### config.mk
export PLATFORM = sky130hd
export DESIGN_NAME = hazard_ctrl_unit
export DESIGN_NICKNAME = d
export VERILOG_FILES = /design/src/rtl/hazard_pkg.sv /design/src/rtl/hazard_lat_counter.sv /design/src/rtl/hazard_ctrl_unit.sv
export SDC_FILE = /design/constraint.sdc
export NUM_CORES = 1
export LEC_CHECK = 0
export ABC_AREA = 1
export BUFFER_PORTS_ARGS = -buffer_cell sky130_fd_sc_hd__buf_4
export CORE_MARGIN = 2
export CORE_UTILIZATION = 53
export DETAILED_ROUTE_END_ITERATION = 10
export PLACE_DENSITY_LB_ADDON = 0.05
export SLEW_MARGIN = 20
export SYNTH_ARGS = -nofsm -noshare
export SYNTH_HDL_FRONTEND = slang
export SYNTH_SLANG_ARGS = --single-unit
### constraint.sdc
create_clock -name clk -period 1.98 [get_ports clk]
set_input_delay 0.396 -clock clk [delete_from_list [all_inputs] [get_ports clk]]
set_output_delay 0.396 -clock clk [all_outputs]
set_load 0.005 [all_outputs]
### src/rtl/hazard_pkg.sv
// ============================================================================
// Module : hazard_pkg
// Brief  : Shared state encoding and control-vector constants for the
//          pipeline hazard controller.
// Rev    : 1.0 - initial release
// ============================================================================
`default_nettype none

package hazard_pkg;

    localparam int unsigned c_REG_ADDR_W = 5;

    localparam logic [1:0] RUN        = 2'd0;
    localparam logic [1:0] LOAD_STALL = 2'd1;
    localparam logic [1:0] MDU_BUSY   = 2'd2;

    typedef struct packed {
        logic pc_write;
        logic if_id_write;
        logic id_ex_write;
        logic if_id_flush;
        logic id_ex_flush;
        logic ex_mem_flush;
    } ctrl_t;

    localparam ctrl_t c_CTRL_RUN         = 6'b111000;
    localparam ctrl_t c_CTRL_BRANCH      = 6'b111110;
    localparam ctrl_t c_CTRL_MDU_HOLD    = 6'b000001;
    localparam ctrl_t c_CTRL_LOAD_BUBBLE = 6'b001010;
    localparam ctrl_t c_CTRL_RESET       = 6'b111111;

endpackage

`default_nettype wire

### src/rtl/hazard_lat_counter.sv
// ============================================================================
// Module : hazard_lat_counter
// Brief  : Loadable 4-bit down-counter with zero flag, shared by both stall
//          states of the hazard controller.
// Rev    : 1.0 - initial release
// ============================================================================
`default_nettype none

module hazard_lat_counter (
    input  logic       clk,
    input  logic       rst,
    input  logic       i_load,
    input  logic [3:0] i_load_val,
    input  logic       i_dec,
    output logic       o_zero
);

    logic [3:0] r_count;

    always_ff @(posedge clk) begin
        if (rst) begin
            r_count <= 4'd0;
        end else if (i_load) begin
            r_count <= i_load_val;
        end else if (i_dec) begin
            r_count <= r_count - 4'd1;
        end
    end

    assign o_zero = (r_count == 4'd0);

endmodule

`default_nettype wire

### src/rtl/hazard_ctrl_unit.sv
// ============================================================================
// Module : hazard_ctrl_unit
// Brief  : Load-use / MUL-DIV / branch hazard controller for the five-stage
//          core, with a stall-cycle performance counter.
// Rev    : 1.0 - initial release
// ============================================================================
`default_nettype none

module hazard_ctrl_unit
    import hazard_pkg::*;
#(
    parameter int unsigned REG_ADDR_W = c_REG_ADDR_W,
    parameter int unsigned LOAD_LAT   = 1,
    parameter int unsigned MDU_LAT    = 4,
    parameter int unsigned CNT_W      = 32
) (
    input  logic                  clk,
    input  logic                  rst,
    input  logic                  id_ex_mem_read,
    input  logic                  id_ex_mdu,
    input  logic [REG_ADDR_W-1:0] id_ex_rd,
    input  logic [REG_ADDR_W-1:0] if_id_rs1,
    input  logic [REG_ADDR_W-1:0] if_id_rs2,
    input  logic                  if_id_uses_rs1,
    input  logic                  if_id_uses_rs2,
    input  logic                  ex_branch_taken,
    output logic                  pc_write,
    output logic                  if_id_write,
    output logic                  if_id_flush,
    output logic                  id_ex_write,
    output logic                  id_ex_flush,
    output logic                  ex_mem_flush,
    output logic                  stall_active,
    output logic [CNT_W-1:0]      stall_cycles
);

    if ((LOAD_LAT < 1) || (LOAD_LAT > 15)) begin : g_bad_load_lat
        $error("hazard_ctrl_unit: LOAD_LAT must be in 1..15");
    end
    if ((MDU_LAT < 2) || (MDU_LAT > 15)) begin : g_bad_mdu_lat
        $error("hazard_ctrl_unit: MDU_LAT must be in 2..15");
    end

    // Reload values are one less than the extra cycles, since the entry
    // cycle itself already counts as the first bubble / hold.
    localparam logic [3:0] c_LOAD_RELOAD = 4'(LOAD_LAT - 2);
    localparam logic [3:0] c_MDU_RELOAD  = 4'(MDU_LAT - 2);
    localparam bit         c_LOAD_MULTI  = (LOAD_LAT > 1);

    logic [1:0]       r_state;
    logic [1:0]       w_next_state;
    logic             w_hz;
    logic             w_cnt_load;
    logic [3:0]       w_cnt_load_val;
    logic             w_cnt_dec;
    logic             w_cnt_zero;
    ctrl_t            w_ctrl;
    logic [CNT_W-1:0] r_stall_cycles;

    assign w_hz = id_ex_mem_read && (id_ex_rd != '0) &&
                  ((if_id_uses_rs1 && (if_id_rs1 == id_ex_rd)) ||
                   (if_id_uses_rs2 && (if_id_rs2 == id_ex_rd)));

    hazard_lat_counter u_lat_counter (
        .clk        (clk),
        .rst        (rst),
        .i_load     (w_cnt_load),
        .i_load_val (w_cnt_load_val),
        .i_dec      (w_cnt_dec),
        .o_zero     (w_cnt_zero)
    );

    always_ff @(posedge clk) begin
        if (rst) begin
            r_state <= RUN;
        end else begin
            r_state <= w_next_state;
        end
    end

    always_comb begin
        w_next_state   = r_state;
        w_cnt_load     = 1'b0;
        w_cnt_load_val = c_LOAD_RELOAD;
        w_cnt_dec      = 1'b0;
        case (r_state)
            RUN: begin
                if (!ex_branch_taken && id_ex_mdu) begin
                    w_cnt_load     = 1'b1;
                    w_cnt_load_val = c_MDU_RELOAD;
                    w_next_state   = MDU_BUSY;
                end else if (!ex_branch_taken && w_hz && c_LOAD_MULTI) begin
                    w_cnt_load   = 1'b1;
                    w_next_state = LOAD_STALL;
                end
            end
            LOAD_STALL: begin
                if (w_cnt_zero) begin
                    w_next_state = RUN;
                end else begin
                    w_cnt_dec = 1'b1;
                end
            end
            MDU_BUSY: begin
                if (!w_cnt_zero) begin
                    w_cnt_dec = 1'b1;
                end else if (!ex_branch_taken && w_hz && c_LOAD_MULTI) begin
                    w_cnt_load   = 1'b1;
                    w_next_state = LOAD_STALL;
                end else begin
                    w_next_state = RUN;
                end
            end
            default: w_next_state = RUN;
        endcase
    end

    // The MDU release cycle behaves like RUN with id_ex_mdu masked off.
    always_comb begin
        w_ctrl = c_CTRL_RUN;
        case (r_state)
            RUN: begin
                if (ex_branch_taken)   w_ctrl = c_CTRL_BRANCH;
                else if (id_ex_mdu)    w_ctrl = c_CTRL_MDU_HOLD;
                else if (w_hz)         w_ctrl = c_CTRL_LOAD_BUBBLE;
            end
            LOAD_STALL: w_ctrl = c_CTRL_LOAD_BUBBLE;
            MDU_BUSY: begin
                if (!w_cnt_zero)       w_ctrl = c_CTRL_MDU_HOLD;
                else if (ex_branch_taken) w_ctrl = c_CTRL_BRANCH;
                else if (w_hz)         w_ctrl = c_CTRL_LOAD_BUBBLE;
            end
            default: w_ctrl = c_CTRL_RUN;
        endcase
        if (rst) begin
            w_ctrl = c_CTRL_RESET;
        end
    end

    always_ff @(posedge clk) begin
        if (rst) begin
            r_stall_cycles <= '0;
        end else if (stall_active) begin
            r_stall_cycles <= r_stall_cycles + CNT_W'(1);
        end
    end

    assign pc_write     = w_ctrl.pc_write;
    assign if_id_write  = w_ctrl.if_id_write;
    assign id_ex_write  = w_ctrl.id_ex_write;
    assign if_id_flush  = w_ctrl.if_id_flush;
    assign id_ex_flush  = w_ctrl.id_ex_flush;
    assign ex_mem_flush = w_ctrl.ex_mem_flush;
    assign stall_active = ~w_ctrl.pc_write;
    assign stall_cycles = r_stall_cycles;

endmodule

`default_nettype wire
==> metrics.txt <==
status=finished with violations; failing checks=setup timing; HP Start=rst; Post-DRT Antenna Nets=0; critical path arrival=1740 ps; total track usage=27.31%; DR vias=2866; layout cells sized above 1=26.38%; Final Cycle Share=108.1%; Cells after Synth=425; total power=0.001861 W; total wire length=7.143 mm; fin area=0.003309 mm^2; chip width=71.96 um; syn_nets=449; n_diodes=0; Overflow after GRT=0; H-tree levels=2; Final Setup Violations=8; cell area after synthesis=0.002447 mm^2; Worst-Skew Late Latency=290 ps; full die area=0.005178 mm^2; RSZ-0062 raised after global routing=true; Synth area leaders=dfxtp_1 30%, nand2_1 22%, nor2_1 12%; Max Transition Viols Final=0; Chip Height=71.96 um; total CTS buffers=5; worst vdd ir=494.5 uV; Leak=1.554 nW; Worst Hold Class=input pin to register; Max-Cap Viols=0; Starting DRT DRC Count=183; worst r2r src=u_lat_counter.r_count[0]; Yosys reg bits=37; synth warn=0; via-per-instance ratio=5.118; core area=0.004414 mm^2; pin count of the biggest net entering global routing=53; flip-flop and latch area=743.2 um^2; row cnt=24; most instantiated cells after synthesis=144 x nand2_1, 76 x nor2_1, 58 x inv_1; Max FO, Critical Path=4; hold_buf cts=0; global-route wire length before repair=11.40 mm; # DRC=0; Synth area leader=dfxtp_1; Port-buffer cells=60; Post-synth EDFFs=0; WL/cell=12.76 um; combined area of the multi-input logic cells=0.001459 mm^2; Top-Level Pins=61; CTS tree=built; fin crit period=2140 ps; startpoint types=register; final setup margin=-159.9 ps; CP endpoint kind=primary output; vias in the first global route=2625; initial antenna violation count=0; Final nets=531; Top FF cell, synth=dfxtp_1; Max-Slew Margin vs Limit=76.24%; post-synth top area share=30.27%; clock slew at reported path FFs=80 ps; setup_tns=-825.5 ps; skew final=5.438 ps; pwr dens=562.2 mW/mm^2; Clock Path Buffers=2; share of synthesized registers carrying an async set or reset=0%; gpl congestion=0.8859; DRT Pass-1 Iters=4; Starting Density=55.44%; DP Worst Slack=94.72 ps; Fill cells=358; Fin. Hold Viols=0; Fmax=467.3 MHz; worst-margin pin slew=353.7 ps; Distinct cells, synth=27; syn_area_per_cell=5.758 um^2; register area share after synthesis=30.27%; crit path kind=register to primary output; CP startpoint=u_lat_counter.r_count[1]; Post-DP Area=0.002943 mm^2; DPL Wire Length=4.434 mm; worst endpoint required time=1580 ps; clk root buf=clkbuf_8; area grow syn2layout=35.22%; most common cell in the synthesized netlist=nand2_1; Clock Sink Count=37
==> layer usage <==
layer  part of all wire, %  wire, um  vias to the layer above  GRT usage [%]
met4                   3.0       211                        0          10.27
met3                   6.6       475                       30          4.861
met2                    48      3413                      112          46.09
li1                      -         -                     1467              -
met1                    43      3044                     1257          34.90
met5                     0         0                        -              0
==> layout make-up <==
| type | count | area share, % |
|---|---|---|
| multi-input cells | 315 | 44.08 |
| flip-flops and latches | 37 | 22.46 |
| repair buffers | 85 | 20.23 |
| inverters | 63 | 7.221 |
| clock buffers | 5 | 2.079 |
| clock inverters | 3 | 1.966 |
| well taps | 52 | 1.966 |
==> flip-flops by register name, summed over array words and instances, names as in the netlist <==
signal / count
stall_cycles: 32
u_lat_counter.r_count: 4
r_state: 1
==> power breakdown <==
group | internal, W | switching [W] | total, W
sequential | 0.000756 | 0.00000873 | 0.000765
clock | 0.000501 | 0.000288 | 0.000788
combinational | 0.000144 | 0.000164 | 0.000307
==> through the flow <==
step,util (%),hold slack (ps),cells
5_1_grt,74.97,437.1,560
6_report,74.97,427.7,560
3_5_place_dp,66.67,459.6,533
3_3_place_gp,66.67,452.2,533
4_1_cts,73.30,419.7,557
2_1_floorplan,-,439.2,425
==> what timing repair did <==
action                                  4_1_cts  5_1_grt
endpoints found under the setup margin        6       25
buffers inserted                             16        5
gates resized for setup                      15       14
pin swaps                                     3        8
==> critical path: stages, from the launching register on <==
cell     delay [ps]
dfxtp_2         320
inv_2            80
ha_4            150
inv_2            40
nor3_2          120
nor2_1           80
inv_1           120
nand2_2         100
inv_4            90
nor2_4           50
a31oi_2         160
buf_4           140
==> cells in the final DEF, fill, tap and decap left out <==
| cell | n |
|---|---|
| nor2_2 | 6 |
| xor2_1 | 1 |
| nand2_1 | 141 |
| nor3_1 | 8 |
| ha_1 | 1 |
| inv_4 | 1 |
| buf_12 | 1 |
| nand3_1 | 30 |
| nor2_4 | 2 |
| dfxtp_1 | 35 |
| clkbuf_8 | 5 |
| clkinv_2 | 1 |
| nand3b_1 | 4 |
| inv_2 | 8 |
| and3_1 | 1 |
| a21oi_1 | 15 |
| clkinv_1 | 1 |
| ha_4 | 1 |
| nor3_2 | 5 |
| nor2_1 | 74 |
| nand4_1 | 6 |
| a31oi_2 | 1 |
| bufinv_16 | 2 |
| nand2_2 | 9 |
| nor3_4 | 1 |
| buf_4 | 79 |
| nand2_4 | 2 |
| inv_1 | 53 |
| o21ai_2 | 1 |
| nand3_2 | 2 |
| buf_6 | 5 |
| o21ai_0 | 4 |
| dfxtp_2 | 2 |
==> final timing paths <==
check	slack, ps	cells past startpoint	end
hold reg to reg	530	2	stall_cycles[31]
setup reg to reg	-150	15	u_lat_counter.r_count[2]
setup / recovery	-160	11	id_ex_flush
hold / removal	430	2	stall_cycles[30]
==> cells by family after synthesis <==
kind of cell	synth area share, %
AO/OA/AOI/OAI	4.346
XOR/XNOR	0.3579
adder cells (fa/ha/maj)	1.022
buffers and inverters	12.83
flip-flops	30.27
AND/OR/NAND/NOR	51.18
(Power assumes the default switching activity.)
